## src/rtl/nibble_serial_adder_pkg.sv

```systemverilog
// Shared definitions for the nibble-serial adder: FSM state encoding and nibble width.
package nibble_serial_adder_pkg;

  localparam int NIB_W = 4;

  typedef enum logic [1:0] {
    IDLE = 2'd0,
    RUN  = 2'd1,
    DONE = 2'd2
  } state_t;

endpackage

```

## src/rtl/add_nibble.sv

```systemverilog
// Combinational 4-bit adder slice with carry in/out; the only adder in the serial datapath.
module add_nibble
  import nibble_serial_adder_pkg::*;
(
  input  logic [NIB_W-1:0] a,
  input  logic [NIB_W-1:0] b,
  input  logic             cin,
  output logic [NIB_W-1:0] res,
  output logic             cout
);

  assign {cout, res} = {1'b0, a} + {1'b0, b} + {{NIB_W{1'b0}}, cin};

endmodule

```

## src/rtl/nibble_serial_adder.sv

```systemverilog
// WIDTH-bit adder processing one nibble per clock, LSB first, with valid/ready on both sides.
// Optional macro ADDER_SUB_EN adds a `sub` input that turns the operation into a - b.
module nibble_serial_adder
  import nibble_serial_adder_pkg::*;
#(
  parameter int WIDTH = 16
) (
  input  logic             clk,
  input  logic             rst_n,
  input  logic             in_valid,
  output logic             in_ready,
  input  logic [WIDTH-1:0] a,
  input  logic [WIDTH-1:0] b,
  input  logic             cin,
`ifdef ADDER_SUB_EN
  input  logic             sub,
`endif
  output logic             out_valid,
  input  logic             out_ready,
  output logic [WIDTH-1:0] res,
  output logic             cout,
  output logic             busy
);

  localparam int NIB   = WIDTH / NIB_W;
  localparam int IDX_W = (NIB > 1) ? $clog2(NIB) : 1;

  state_t           state, state_nxt;
  logic [WIDTH-1:0] a_q, b_q, res_q;
  logic             carry, cout_q;
  logic [IDX_W-1:0] idx;
  logic [NIB_W-1:0] a_nib, b_nib, s_nib;
  logic             c_nib;
  logic             accept, last;
  logic [WIDTH-1:0] b_in;
  logic             c_in;

`ifdef ADDER_SUB_EN
  // Subtraction is a + ~b + 1, so the serial datapath is unchanged.
  assign b_in = sub ? ~b : b;
  assign c_in = sub ? 1'b1 : cin;
`else
  assign b_in = b;
  assign c_in = cin;
`endif

  assign in_ready  = (state == IDLE);
  assign busy      = !in_ready;
  assign out_valid = (state == DONE);
  assign res       = res_q;
  assign cout      = cout_q;
  assign accept    = in_valid && in_ready;
  assign last      = (idx == IDX_W'(NIB - 1));

  assign a_nib = a_q[idx*NIB_W +: NIB_W];
  assign b_nib = b_q[idx*NIB_W +: NIB_W];

  add_nibble u_add_nibble (
    .a    (a_nib),
    .b    (b_nib),
    .cin  (carry),
    .res  (s_nib),
    .cout (c_nib)
  );

  // NOTE: every output of a combinational block gets a default first, otherwise a latch is inferred.
  always_comb begin
    state_nxt = state;
    case (state)
      IDLE:    if (accept) state_nxt = RUN;
      RUN:     if (last) state_nxt = DONE;
      DONE:    if (out_ready) state_nxt = IDLE;
      default: state_nxt = IDLE;
    endcase
  end

  // NOTE: sequential state uses non-blocking assignments so all registers update from pre-edge values.
  always_ff @(posedge clk or negedge rst_n) begin
    if (!rst_n) state <= IDLE;
    else        state <= state_nxt;
  end

  always_ff @(posedge clk or negedge rst_n) begin
    if (!rst_n) begin
      a_q    <= '0;
      b_q    <= '0;
      res_q  <= '0;
      cout_q <= 1'b0;
      carry  <= 1'b0;
      idx    <= '0;
    end else begin
      if (accept) begin
        a_q   <= a;
        b_q   <= b_in;
        carry <= c_in;
        idx   <= '0;
        res_q <= '0;  // nibbles not yet computed read as zero during RUN
      end else if (state == RUN) begin
        res_q[idx*NIB_W +: NIB_W] <= s_nib;
        carry                     <= c_nib;
        if (last) begin
          cout_q <= c_nib;
          idx    <= '0;
        end else begin
          idx <= idx + 1'b1;
        end
      end
    end
  end

endmodule

```

## config.mk

```make
export PLATFORM = sky130hd
export DESIGN_NAME = nibble_serial_adder
export DESIGN_NICKNAME = d
export VERILOG_FILES = /design/src/rtl/nibble_serial_adder_pkg.sv /design/src/rtl/add_nibble.sv /design/src/rtl/nibble_serial_adder.sv
export SDC_FILE = /design/constraint.sdc
export NUM_CORES = 1
export LEC_CHECK = 0
export CORE_ASPECT_RATIO = 1.2
export CORE_MARGIN = 3
export CORE_UTILIZATION = 50
export DETAILED_ROUTE_END_ITERATION = 16
export PLACE_DENSITY = 0.8
export REMOVE_ABC_BUFFERS = 1
export SYNTH_ARGS = -nofsm -noshare
export SYNTH_HDL_FRONTEND = slang
export SYNTH_SLANG_ARGS = --single-unit
```

## constraint.sdc

```tcl
create_clock -name clk -period 3.4 [get_ports clk]
set_input_delay 0.85 -clock clk [delete_from_list [all_inputs] [get_ports clk]]
set_output_delay 0.85 -clock clk [all_outputs]
set_load 0.005 [all_outputs]
```

# After elaboration in Yosys (flattened, before gate mapping)
# Cells that the tools add are included.
classes:
  addsub: 4
  multipliers: 0
  div_mod_pow: 0
  magnitude_cmp: 0
  eq_ne: 6
  n_shift: 4
  mux: 12
  n_bitwise: 1
  n_reduce_logical: 6
ops:
  columns: ["cell", "count"]
  rows:
  - ["negator 4 -> 34 bit", 1]
  - ["variable shift 4 x 34 -> 16 bit, first input constant", 1]
  - ["variable part select 4 x 34 -> 16 bit", 1]
  - ["2-to-1 mux 16 bit", 2]
  - ["variable part select 16 x 5 -> 4 bit", 2]
  - ["bitwise mux 16 bit", 1]
  - ["2-to-1 mux 2 bit", 6]
  - ["case mux 2 bit (3 select lines)", 1]
  - ["AND reduction 3 bit", 2]
  - ["adder 4 x 4 -> 5 bit", 1]
  - ["adder 5 x 1 -> 5 bit", 1]
  - ["== test 2 bit, second input constant", 2]
  - ["!= test 2 x 1 -> 1 bit, second input constant", 2]
  - ["adder 2 x 1 -> 2 bit, second input constant", 1]
  - ["== test 2 x 1 -> 1 bit, second input constant", 1]
  - ["zero test 2 bit", 1]
  - ["2-to-1 mux 1 bit", 2]
  - ["!= test 2 bit, second input constant", 1]
  - ["nonzero test 2 bit", 1]
  - ["logical AND 1 bit", 1]
  - ["zero test 1 bit", 1]
  - ["NOT 1 bit", 1]
totals:
  regBits: 54
  latch_bits: 0
  mem_bits_rw: 0
  mem_bits_ro: 0
  input_bits: 37
  out_inout_bits: 20
  elab_cells: 40
  mem_count: 0

# Longest topological paths before layout
depth:
  ltp_word: 7
  depth_mapped: 7

# Modules after synthesis
# Synthesis repeated with hierarchy kept, for this count alone.
unflattened:
  hier_cells: 174
  hier_area_um2: 2527.4
modules_own_cells:
  columns: ["mod", "n_inst", "cells_each", "area_per_inst_um2", "seq_area_each_um2"]
  rows:
  - ["nibble_serial_adder", 1, 158, 2383.5, 1351.3]
  - ["add_nibble", 1, 16, 143.9, 0.0]

# Worst setup path before layout
# No wires, ideal clock.
synth_path:
  path_type: "reg-to-reg"
  start: "register idx[0]"
  end: "register carry"
  setup_ns: 0.139
  t_arrival_ns: 2.477
  required_time_ns: 3.261
  setup_slack_ns: 0.784
  stages_incl_launch_ff: 8
  cell_sequence: "dfrtp_1 -> buf_4 -> mux4_2 -> fa_1 -> fa_1 -> a21o_1 -> a21oi_1 -> o221ai_1"
synth_between:
  elab_chain_len: 5
synth_lines:
  columns: ["item", "line", "source"]
  rows:
  - ["start: declaration", "nibble_serial_adder.sv:31", "logic [IDX_W-1:0] idx;"]
  - ["start signal: assignment", "nibble_serial_adder.sv:105", "idx <= idx + 1'b1;"]
  - ["variable part select 16 x 5 -> 4 bit, on equally long branches", "nibble_serial_adder.sv:55, nibble_serial_adder.sv:56", null]
  - ["adder 4 x 4 -> 5 bit (*)", "add_nibble.sv:12", "assign {cout, res} = {1'b0, a} + {1'b0, b} + {{NIB_W{1'b0}}, cin};"]
  - ["adder 5 x 1 -> 5 bit (*)", "add_nibble.sv:12", null]
  - ["2-to-1 mux 1 bit (*)", "nibble_serial_adder.sv:98", "end else if (state == RUN) begin"]
  - ["2-to-1 mux 1 bit (*)", "nibble_serial_adder.sv:92", "if (accept) begin"]
  - ["end signal: assignment", "nibble_serial_adder.sv:95", "carry <= c_in;"]
  - ["end signal: assignment", "nibble_serial_adder.sv:100", "carry <= c_nib;"]
  - ["end: declaration", "nibble_serial_adder.sv:30", "logic carry, cout_q;"]
# Every way passes the cells marked *; elsewhere a longest branch is shown, timed or not. The select of a mux whose other input is x is not followed.
# A chain may end at the register's enable or synchronous reset.

# Worst setup path after layout
layout_path:
  start: "register state[1]"
  end: "output port in_ready"
layout_between:
  elab_chain_len: 1
layout_lines:
  columns: ["item", "line", "source"]
  rows:
  - ["start: declaration", "nibble_serial_adder.sv:28", "state_t state, state_nxt;"]
  - ["start signal: assignment", "nibble_serial_adder.sv:80", "else state <= state_nxt;"]
  - ["zero test 2 bit", "nibble_serial_adder.sv:47", "assign in_ready = (state == IDLE);"]
  - ["end: declaration", "nibble_serial_adder.sv:11", "output logic in_ready,"]
# No other way between the ends.

==> impl_metrics.xml <==
<?xml version="1.0" encoding="UTF-8"?>
<metrics>
  <group name="outcome">
    <metric name="run_status" unit="">finished, final reports clean</metric>
  </group>
  <group name="power_and_ir_drop">
    <metric name="power.static_leakage" unit="uW">0.00135</metric>
    <metric name="p_per_area" unit="mW/mm^2">997</metric>
    <metric name="ir_worst_vdd" unit="V">0.000512</metric>
  </group>
  <group name="drt">
    <metric name="drt-total-wl" unit="mm">5.05</metric>
    <metric name="via_per_inst" unit="">5.72</metric>
    <metric name="drcViolationCount" unit="">0</metric>
    <metric name="first_iter_violations" unit="">88</metric>
    <metric name="drt_first_pass_iters" unit="">4</metric>
    <metric name="wire_per_inst" unit="um">17.7</metric>
    <metric name="postRouteAntennaNets" unit="">0</metric>
    <metric name="routed-via-count" unit="">1629</metric>
  </group>
  <group name="cells_and_area">
    <metric name="antennaDiodeCount" unit="">0</metric>
    <metric name="layout-drive-gt1-share" unit="">0.242</metric>
    <metric name="final_cells" unit="">285</metric>
    <metric name="fin_util" unit="">0.680</metric>
    <metric name="final_design_area_no_fill" unit="mm^2">0.00319</metric>
    <metric name="fin_nets" unit="">272</metric>
    <metric name="areaGrowthSynthToFinish" unit="%">27.7</metric>
  </group>
  <group name="clock_network">
    <metric name="cts_setup_buffers" unit="">0</metric>
    <metric name="htree_levels" unit="">2</metric>
    <metric name="ctsRootBufferMaster" unit="">clkbuf_8</metric>
    <metric name="number_of_clock_buffers_inserted_by_tritoncts" unit="">5</metric>
    <metric name="latest_clock_arrival_within_the_worst_skew_pair" unit="ps">300</metric>
    <metric name="cts_resized" unit="">0</metric>
    <metric name="cts_sinks" unit="">54</metric>
    <metric name="cts-root-to-sink-buffers" unit="">2</metric>
    <metric name="cts_hold_buf" unit="">0</metric>
    <metric name="tritoncts_clock_tree" unit="">done</metric>
    <metric name="clock_pin_slew_reported_for_the_worst_setup_and_hold_paths_after_clock_tree_synthesis" unit="ps">90</metric>
  </group>
  <group name="sta">
    <metric name="final.period_utilization" unit="">0.766</metric>
    <metric name="setup-tns-final" unit="ps">0</metric>
    <metric name="final.min_clock_period" unit="ps">2600</metric>
    <metric name="timing.slew.headroom" unit="">0.241</metric>
    <metric name="clock-skew-final" unit="ps">5.89</metric>
    <metric name="grt_setup_unrepaired" unit="">no</metric>
    <metric name="achievable-frequency" unit="MHz">384</metric>
    <metric name="final-setup-viol-count" unit="">0</metric>
    <metric name="timing_hold_violations_final" unit="">0</metric>
    <metric name="worst-slew-pin-transition" unit="ps">1140</metric>
    <metric name="finalHoldWorstSlack" unit="ps">503</metric>
    <metric name="max_transition_viols_final" unit="">0</metric>
  </group>
  <group name="placed_design">
    <metric name="gpl.final_weighted_congestion" unit="">0.889</metric>
    <metric name="hpwlAfterDp" unit="mm">3.99</metric>
    <metric name="post_dp_cell_area" unit="mm^2">0.00310</metric>
    <metric name="io_buffer_count" unit="">56</metric>
    <metric name="place.detailed.instances" unit="">277</metric>
  </group>
  <group name="yosys">
    <metric name="yosys.area.top_type_share" unit="">0.540</metric>
    <metric name="netlist.top_cell.by_area" unit="">dfrtp_1</metric>
    <metric name="synthesis.instances" unit="">168</metric>
    <metric name="synth-seq-area-share" unit="">0.540</metric>
    <metric name="synth.yosys.warnings" unit="">0</metric>
    <metric name="ffs_latches_synth" unit="">54</metric>
    <metric name="synth.lib_cells_used.distinct" unit="">33</metric>
    <metric name="synth_area_per_cell" unit="um^2">14.9</metric>
    <metric name="synthTopCellsByArea" unit="">dfrtp_1, mux2_2, mux4_2</metric>
    <metric name="mappedNetlistArea" unit="mm^2">0.00250</metric>
  </group>
  <group name="die">
    <metric name="placeableCoreArea" unit="mm^2">0.00470</metric>
    <metric name="std_cell_rows" unit="">27</metric>
    <metric name="die-area" unit="mm^2">0.00589</metric>
    <metric name="die_width" unit="um">70.6</metric>
    <metric name="initial_utilization" unit="">0.533</metric>
    <metric name="pin_count" unit="">57</metric>
    <metric name="floorplan.die.height" unit="um">83.5</metric>
  </group>
  <group name="grt">
    <metric name="gr-usage-met2" unit="">0.323</metric>
    <metric name="aggregate_global_routing_overflow" unit="">0</metric>
    <metric name="grt_overall_usage" unit="">0.180</metric>
    <metric name="via_count_of_the_first_global_routing_pass" unit="">1801</metric>
    <metric name="first_pass_grt_wire_length" unit="mm">8.54</metric>
    <metric name="use_met1" unit="">0.214</metric>
    <metric name="antenna_violations_before_repair" unit="">0</metric>
    <metric name="globalRoute.busiestLayer" unit="">met2</metric>
    <metric name="grt_max_degree" unit="">55</metric>
    <metric name="use_met3" unit="">0.0398</metric>
  </group>
  <group name="run">
    <metric name="cap_violations" unit="">0</metric>
  </group>
  <group name="critical_path">
    <metric name="critical_path_required" unit="ps">2550</metric>
    <metric name="critical_path.max_stage_delay" unit="ps">540</metric>
    <metric name="worstPathBufferInverterCount" unit="">2</metric>
    <metric name="critical_path.cell_chain" unit="">or2_2 &gt; inv_1 &gt; clkdlybuf4s50_1</metric>
    <metric name="critPathLaunchType" unit="">flop</metric>
    <metric name="worst_path_dominant_cell_family" unit="">buffers and inverters</metric>
    <metric name="master_of_the_slowest_instance_on_the_critical_path" unit="">dfrtp_1</metric>
    <metric name="type_of_destination_of_the_critical_path" unit="">primary output</metric>
    <metric name="path_class" unit="">flop to primary output</metric>
    <metric name="arrival" unit="ps">1750</metric>
    <metric name="crit_fanout" unit="">12</metric>
  </group>
  <group name="hold_path">
    <metric name="min_path_type" unit="">flop to flop</metric>
  </group>
</metrics>
==> cells by family (layout without fill, tap and decap cells) <==
group / count (synthesis) / in the layout / share of synthesized area
buf+inv: 10 / 69 / 0.0230
simple gates: 22 / 22 / 0.0635
fa+ha+maj: 9 / 9 / 0.0510
compound gates: 32 / 32 / 0.103
mux: 40 / 40 / 0.216
xor+xnor: 1 / 1 / 0.00350
flops: 54 / 54 / 0.540
==> Yosys cell counts <==
cell / number
nor2_1: 1
nor4_2: 1
a21oi_1: 3
nand2_1: 8
xor2_1: 1
a31oi_1: 1
buf_4: 5
nand2b_1: 3
mux2_1: 2
nor4b_2: 1
or2_2: 1
a21o_1: 5
nor2b_1: 2
clkbuf_1: 1
or3b_2: 1
a211oi_1: 1
mux4_2: 8
and3b_1: 1
and4bb_1: 1
dfrtp_1: 54
o31ai_1: 1
mux2_2: 30
buf_2: 1
fa_1: 2
inv_1: 3
ha_1: 7
o21ai_0: 1
nor3b_4: 1
o21bai_1: 2
a22o_1: 13
o221ai_1: 1
a32o_1: 4
and3_4: 1
==> layout by cell type, fill, tap and decap left out, types with 3 or more instances in the layout <==
master / instances
a21oi_1: 3
mux4_2: 8
mux2_2: 30
clkdlybuf4s50_1: 55
inv_1: 3
a32o_1: 4
nand2b_1: 3
dfrtp_1: 54
a22o_1: 13
a21o_1: 5
nand2_1: 8
clkbuf_8: 6
ha_1: 7
==> power by group <==
part	internal [uW]	total, uW	switching, uW	leakage [uW]
Combinational	898	1660	758	0.000635
Clock	164	367	203	0.0000472
Sequential	937	1160	223	0.000670
==> through the flow <==
step | total power [uW] | worst slack [ps]
3_3_place_gp | 2730 | 852
5_1_grt | 3410 | 679
4_1_cts | 3210 | 783
3_5_place_dp | 2840 | 807
2_1_floorplan | 2260 | 644
6_report | 3180 | 796
==> worst paths after layout <==
| path | cells after the start | from | to | slack (ps) |
|---|---|---|---|---|
| hold reg to reg | 1 | a_q[13]$_DFFE_PN0P_ | a_q[13]$_DFFE_PN0P_ | 500 |
| min in group asynchronous | 1 | rst_n | res[4]$_DFFE_PN0P_ | 770 |
| setup reg to reg | 5 | idx[0]$_DFFE_PN0P_ | res[10]$_DFFE_PN0P_ | 830 |
| setup / recovery | 3 | state[1]$_DFFE_PN0P_ | in_ready | 800 |
| max in group asynchronous | 1 | rst_n | a_q[10]$_DFFE_PN0P_ | 1940 |
| hold / removal | 1 | a_q[13]$_DFFE_PN0P_ | a_q[13]$_DFFE_PN0P_ | 500 |
==> final cells by class <==
cell class              instances  area [um^2]
fillers                       333         1500
repair buffers                 58          571
clock buffers                   6         82.6
well taps                      58         72.6
clock inverters                 2         12.5
inverters                       3         11.3
flip-flops and latches         54         1350
multi-input cells             104         1090
==> layer usage <==
layer | vias up | wire length, um
met1 | 811 | 2000
met4 | 0 | 89
met3 | 9 | 272
met2 | 63 | 2690
met5 | - | 0
li1 | 746 | -
==> sequential cells by signal (all words and copies together), names as in the netlist <==
signal	cells
a_q	16
b_q	16
carry	1
cout	1
idx	2
res	16
state	2
No activity file was read; power rests on OpenSTA's default activity.
